==> src/rtl/tff_toggle_arbiter.sv <==
// Round-robin arbiter sharing one two-stage T flip-flop chain among N_REQ requesters.
// Drives the chain's T input for the granted burst length and cross-checks q_fb against a local chain model.
module tff_toggle_arbiter #(
  parameter int N_REQ = 4,
  parameter int CNT_W = 4
) (
  input  logic                   clk,
  input  logic                   rst,
  input  logic [N_REQ-1:0]       req,
  input  logic [N_REQ*CNT_W-1:0] req_cnt,
  output logic [N_REQ-1:0]       gnt,
  output logic                   busy,
  output logic                   data,
  output logic                   done,
  input  logic                   q_fb,
  output logic                   err
);

  localparam int IW = $clog2(N_REQ);

  typedef enum logic [1:0] {IDLE, RUN, DONE} state_t;

  state_t           state;
  logic [IW-1:0]    ptr, cur, sel;
  logic [IW:0]      idx;
  logic             found;
  logic [CNT_W-1:0] cnt;
  logic [CNT_W-1:0] fld [N_REQ];
  logic [N_REQ-1:0] sel_oh;
  logic             q1_m, q_m;

  for (genvar g = 0; g < N_REQ; g++) begin : g_fld
    assign fld[g] = req_cnt[g*CNT_W +: CNT_W];
  end

  // Walk the ring downward from ptr+N-1 to ptr so the nearest set request wins.
  always_comb begin
    found = 1'b0;
    sel   = '0;
    idx   = '0;
    for (int k = N_REQ-1; k >= 0; k--) begin
      idx = {1'b0, ptr} + (IW+1)'(k);
      if (idx >= (IW+1)'(N_REQ)) idx = idx - (IW+1)'(N_REQ);
      if (req[idx[IW-1:0]]) begin
        found = 1'b1;
        sel   = idx[IW-1:0];
      end
    end
  end

  assign sel_oh = {{(N_REQ-1){1'b0}}, 1'b1} << sel;

  always_ff @(posedge clk or posedge rst) begin
    if (rst) begin
      state <= IDLE;
      ptr   <= '0;
      cur   <= '0;
      cnt   <= '0;
      gnt   <= '0;
      busy  <= 1'b0;
      data  <= 1'b0;
      done  <= 1'b0;
    end else begin
      case (state)
        IDLE: if (found) begin
          gnt  <= sel_oh;
          busy <= 1'b1;
          cur  <= sel;
          cnt  <= fld[sel];
          if (fld[sel] != '0) begin
            data  <= 1'b1;
            state <= RUN;
          end else begin
            done  <= 1'b1;
            state <= DONE;
          end
        end
        RUN: begin
          cnt <= cnt - CNT_W'(1);
          if (cnt == CNT_W'(1)) begin
            data  <= 1'b0;
            done  <= 1'b1;
            state <= DONE;
          end
        end
        DONE: begin
          gnt   <= '0;
          busy  <= 1'b0;
          done  <= 1'b0;
          ptr   <= (cur == IW'(N_REQ-1)) ? '0 : cur + IW'(1);
          state <= IDLE;
        end
        default: state <= IDLE;
      endcase
    end
  end

  // Shadow of the external chain; any divergence latches err until reset.
  always_ff @(posedge clk or posedge rst) begin
    if (rst) begin
      q1_m <= 1'b0;
      q_m  <= 1'b0;
      err  <= 1'b0;
    end else begin
      q1_m <= q1_m ^ data;
      q_m  <= q_m ^ q1_m;
      if (q_fb != q_m) err <= 1'b1;
    end
  end

endmodule

==> config.mk <==
export PLATFORM = sky130hd
export DESIGN_NAME = tff_toggle_arbiter
export DESIGN_NICKNAME = d
export VERILOG_FILES = /design/src/rtl/tff_toggle_arbiter.sv
export SDC_FILE = /design/constraint.sdc
export NUM_CORES = 1
export LEC_CHECK = 0
export CAP_MARGIN = 20
export CORE_ASPECT_RATIO = 1.75
export CORE_UTILIZATION = 40
export CTS_BUF_LIST = sky130_fd_sc_hd__clkbuf_4 sky130_fd_sc_hd__clkbuf_8 sky130_fd_sc_hd__clkbuf_16
export CTS_CLUSTER_SIZE = 14
export DETAILED_ROUTE_END_ITERATION = 16
export GPL_TIMING_DRIVEN = 0
export PLACE_DENSITY = 0.67
export SYNTH_ARGS = -nofsm -noshare
export SYNTH_HDL_FRONTEND = slang
export SYNTH_SLANG_ARGS = --single-unit
==> constraint.sdc <==
create_clock -name clk -period 5.1 [get_ports clk]
set_input_delay 1.53 -clock clk [delete_from_list [all_inputs] [get_ports clk]]
set_output_delay 1.53 -clock clk [all_outputs]
set_load 0.1 [all_outputs]
**Yosys cells after proc, flatten, opt, wreduce, memory -nomap -nowiden**

Index checks and enable logic that the tools add are counted.

- Bits in registers: 20
- Logic and storage cells: 95

- Add/subtract/negate cells: 9
- $lt $le $gt $ge: 9
- Equal/unequal tests: 9
- Shifts and indexed selects: 1
- Multiplexer cells: 42
- Bitwise logic cells: 3
- Reductions and logical operators: 11

Operators by type and width:

| cell | number |
|---|---|
| $mux W2 | 12 |
| $mux W4 | 4 |
| $pmux W4 S2 | 2 |
| $mux W1 | 15 |
| $ge A3 B3 Y1 const B | 4 |
| $lt A2 B3 Y1 const B | 4 |
| $bmux W1 S2 | 4 |
| $bmux W4 S2 | 1 |
| $ne A2 B2 Y1 const B | 4 |
| $reduce_and A2 Y1 | 4 |
| $reduce_and A4 Y1 | 2 |
| $sub A2 B1 Y2 const B | 4 |
| $add A2 B2 Y3 const B | 2 |
| $eq A2 B2 Y1 const B | 2 |
| $eq A4 B1 Y1 const B | 1 |
| $pmux W1 S2 | 2 |
| $pmux W2 S2 | 1 |
| $reduce_bool A2 Y1 | 2 |
| $reduce_bool A4 Y1 | 1 |
| $shl A1 B2 Y4 const A | 1 |
| $sub A4 B1 Y4 const B | 1 |
| $add A2 B1 Y3 const B | 1 |
| $ge A2 B3 Y1 const B | 1 |
| $not A2 Y3 | 1 |
| 7 further kinds | 8 |

**Logic depth before layout (Yosys ltp)**

- Depth in word-level cells: 17
- Gate-level depth with buffers: 9
- Depth with buffers taken out: 8

**Worst setup path before layout**

No wires, ideal clock.

- Kind: input-to-reg
- From: in req[0]
- To: reg done
- Arrival: 2.969 ns
- Path slack: 2.061 ns
- Stages: 9
- Buffers on the path: 1
- Path through: a21oi_2 > o21a_1 > o22ai_4 > buf_6 > mux2i_1 > mux2_2 > nand4_4 > mux2_4 > nand3_2

- Longest elaborated chain between the ends: 13
- Elaborated cells between the ends (all ways): 24

Ends and longest elaborated chain:

| what | RTL line | text |
|---|---|---|
| start: declaration | 9 | `input logic [N_REQ-1:0] req,` |
| $bmux W1 S2 | 44 | `if (req[idx[IW-1:0]]) begin` |
| $mux W1 (not written as such) | 44 |  |
| $mux W2 (4 in a row) | 44 |  |
| $not A2 Y3 (not written as such) | 70 | `if (fld[sel] != '0) begin` |
| $bmux W4 S2 | 70 |  |
| $mux W4 (not written as such) (2 in a row) | 70 |  |
| $reduce_bool A4 Y1 | 70 |  |
| $ne A2 B2 Y1 (no source line) | n/a |  |
| $reduce_and A4 Y1 (no source line) * | n/a |  |
| end signal: assignment | 74 | `done <= 1'b1;` |
| end signal: assignment | 82 | `done <= 1'b1;` |
| end signal: assignment | 89 | `done <= 1'b0;` |
| end: declaration | 14 | `output logic done,` |

Mark *: on every way between the ends. The rest lies on a longest branch, timed or not. The select of a mux whose other input is x is not followed.
A chain may end at the register's enable or synchronous reset.

**Worst setup path after layout**

Same ends and word-level chain as after synthesis.

==> reports/metrics.yaml <==
outcome:
  status: "finished clean"
pwr:
  power_density_nw_per_um2: 615
  swShare: 0.491
  sequentialPowerShare: 0.281
  leakagePower_nw: 0.712
  power.switching_w: 0.000498
  power.total_w: 0.00101
  internal_power_w: 0.000515
  p_comb_frac: 0.618
  vdd_ir_drop_max_mv: 0.270
  power.share.clock: 0.102
cells_and_area:
  fin_nets: 186
  drive_gt1_frac: 0.103
  fin_area_um2: 1650
  syn_to_final_growth_pct: 31.5
  n_antenna_cell: 0
timing:
  fin_skew_ns: 0.00281
  max_freq_mhz: 280
  fin_crit_ns: 3.57
  finalSetupViolCount: 0
  fin_crit_sh: 0.701
  slew-limit-headroom: 0.349
  grt_setup_unrepaired: "no"
  report.final.hold_viol_count: 0
  tightest_slew_ns: 0.973
  finalSetupTns_ns: 0
  timing.hold.ws_ns: 0.468
  slew_violations: 0
logic_synthesis:
  ys_ff_latch: 20
  syn_inst: 122
  synth_cell_type_count: 36
  syn_area_per_cell_um2: 10.3
  synth_area_leader_cell: "dfrtp_1"
  netlist_area_um2: 1250
  synthArstFlopShare: 1.00
  synth_top_cells_by_count: "dfrtp_1, mux2i_1, nand2_1"
  syn_nets: 151
  synth.yosys.seq_area_share: 0.400
  synth.most_common_cell: "dfrtp_1"
  yosysWarnings: 0
  synth_edf_count: 0
  synth_area_leaders: "dfrtp_1, mux2i_1, ha_1"
  synth_top_cell_area_share: 0.400
  synth-main-ff-cell: "dfrtp_1"
place:
  gp_congestion: 0.782
  io_buffer_count: 30
  place_area_um2: 1610
  hpwl_um: 2110
global_route:
  grt_pass1_wl_um: 4620
  grt_use_total: 0.180
  antenna_found_initial: 0
  grt_max_degree: 21
  overflow: 0
  grt_pass1_vias: 1020
clock_network:
  clkTransAtPathRegs_ns: 0.07
  clock_latency_ns: 0.26
  htree_levels: 1
  postCtsSetupBuffers: 0
  cts_num_sinks: 20
  root_buffer: "clkbuf_8"
  numCtsBuffers: 3
  tritoncts: "built"
  post_cts_resized: 0
  clk_path_buf_depth: 2
  postCtsHoldBufs: 0
detailed_routing:
  via_per_inst: 5.36
  drtPass1Iterations: 4
  vias: 1055
  wire_per_inst_um: 13.5
  drc: 0
  drtIter0Drc: 20
  routed_wl_um: 2650
  ant_nets: 0
critical_path:
  crit_type: "primary input to flop"
  path_max_fanout: 10
  setup.worst_path.end_class: "flop"
  start_kind: "primary input"
  cp.arrival_ns: 3.77
  cp.required_ns: 5.30
  r2r_cells: 9
floorplan:
  fp-row-count: 26
  fp.dieW_um: 44.3
  start_util: 0.423
  dieArea_um2: 3370
  die_h_um: 76.0
  core_area_um2: 2960
  ios: 31
run:
  cap_violations: 0
worst_hold_path:
  worstHoldPathCells: 1
  hp-class: "flop to flop"
[layer usage]
layer / wire length [um] / GRT usage
met3: 59 / 0.0213
met5: 0 / 0
met4: 59 / 0.0818
met1: 1070 / 0.208
met2: 1470 / 0.313
[critical path, stage by stage]
cell and delay (ns):
clkdlybuf4s50_1 0.57, a21oi_2 0.09, o21a_1 0.21, o22ai_4 0.25
buf_6 0.20, mux2i_1 0.19, mux2_2 0.22, nand4_4 0.14
mux2_4 0.33, nand3_2 0.06
[power by group through the flow]
stage                     Clock, W  Sequential [W]  Combinational [W]
final                     0.000103        0.000284           0.000626
after global routing      0.000111        0.000293           0.000690
after CTS                 0.000104        0.000284           0.000631
after detailed placement         0        0.000287           0.000627
after global placement           0        0.000283           0.000609
after floorplan                  0        0.000415           0.000352
[kinds of logic (layout without fill, tap and decap cells)]
kind of cell,Yosys count,count (layout),synth area share
AO/OA/AOI/OAI,27,27,0.158
XOR/XNOR,3,3,0.0210
adder cells (fa/ha/maj),6,6,0.0599
buffers and inverters,13,46,0.0450
flip-flops,20,20,0.400
multiplexers,18,18,0.157
AND/OR/NAND/NOR,35,35,0.160
[area by class of cell]
type                       instances  area [um2]
fill                             273        1310
multi-input combinational         89         696
sequential                        20         500
timing repair buffer              30         300
tap                               42        52.6
clock buffer                       3        41.3
inverter                           9        33.8
buffer                             4        22.5
[state kept, by name, summed over array words and instances (netlist names)]
signal,flops
err,1
cnt,4
state,2
ptr,2
cur,2
q1_m,1
busy,1
q_m,1
done,1
data,1
gnt,4
[path summary, 6_finish.rpt]
kind                       startpoint        to  slack [ns]
min in group asynchronous         rst  state[0]        1.70
min                               err       err        0.47
max in group asynchronous         rst    gnt[0]        2.93
max reg2reg                    ptr[1]      done        2.87
max                            req[0]      done        1.53
min reg2reg                       err       err        0.47
[through the flow]
| step | std cells | setup WS, ns | utilization |
|---|---|---|---|
| 3_3_place_gp | 194 | 1.33 | 0.542 |
| 6_report | 197 | 1.53 | 0.556 |
| 5_1_grt | 197 | 1.38 | 0.556 |
| 3_5_place_dp | 194 | 1.24 | 0.542 |
| 2_1_floorplan | 122 | 2.06 | - |
| 4_1_cts | 197 | 1.51 | 0.556 |
[placed cells by master, fill, tap and decap left out]
cell / n
nor3_1: 2
a22o_1: 1
ha_1: 6
clkbuf_1: 3
xnor2_1: 1
nand2_1: 11
nand3b_1: 2
a21o_1: 1
nor4_1: 1
o311ai_1: 1
o41ai_1: 1
o22ai_4: 1
a221oi_1: 2
a21oi_1: 2
a21boi_1: 1
mux2_4: 2
xor2_1: 2
buf_6: 1
inv_1: 9
o21ai_0: 8
a21oi_2: 1
mux2_2: 5
nand2b_1: 3
o211ai_1: 2
clkbuf_8: 3
nand4_4: 1
a32o_1: 1
nor3_4: 1
nor2_1: 7
dfrtp_1: 20
clkdlybuf4s50_1: 30
a21boi_0: 1
nor3b_1: 2
a31oi_1: 2
nand3_1: 4
nand3_2: 1
o21a_1: 2
mux2i_1: 11
(Power assumes the default switching activity.)
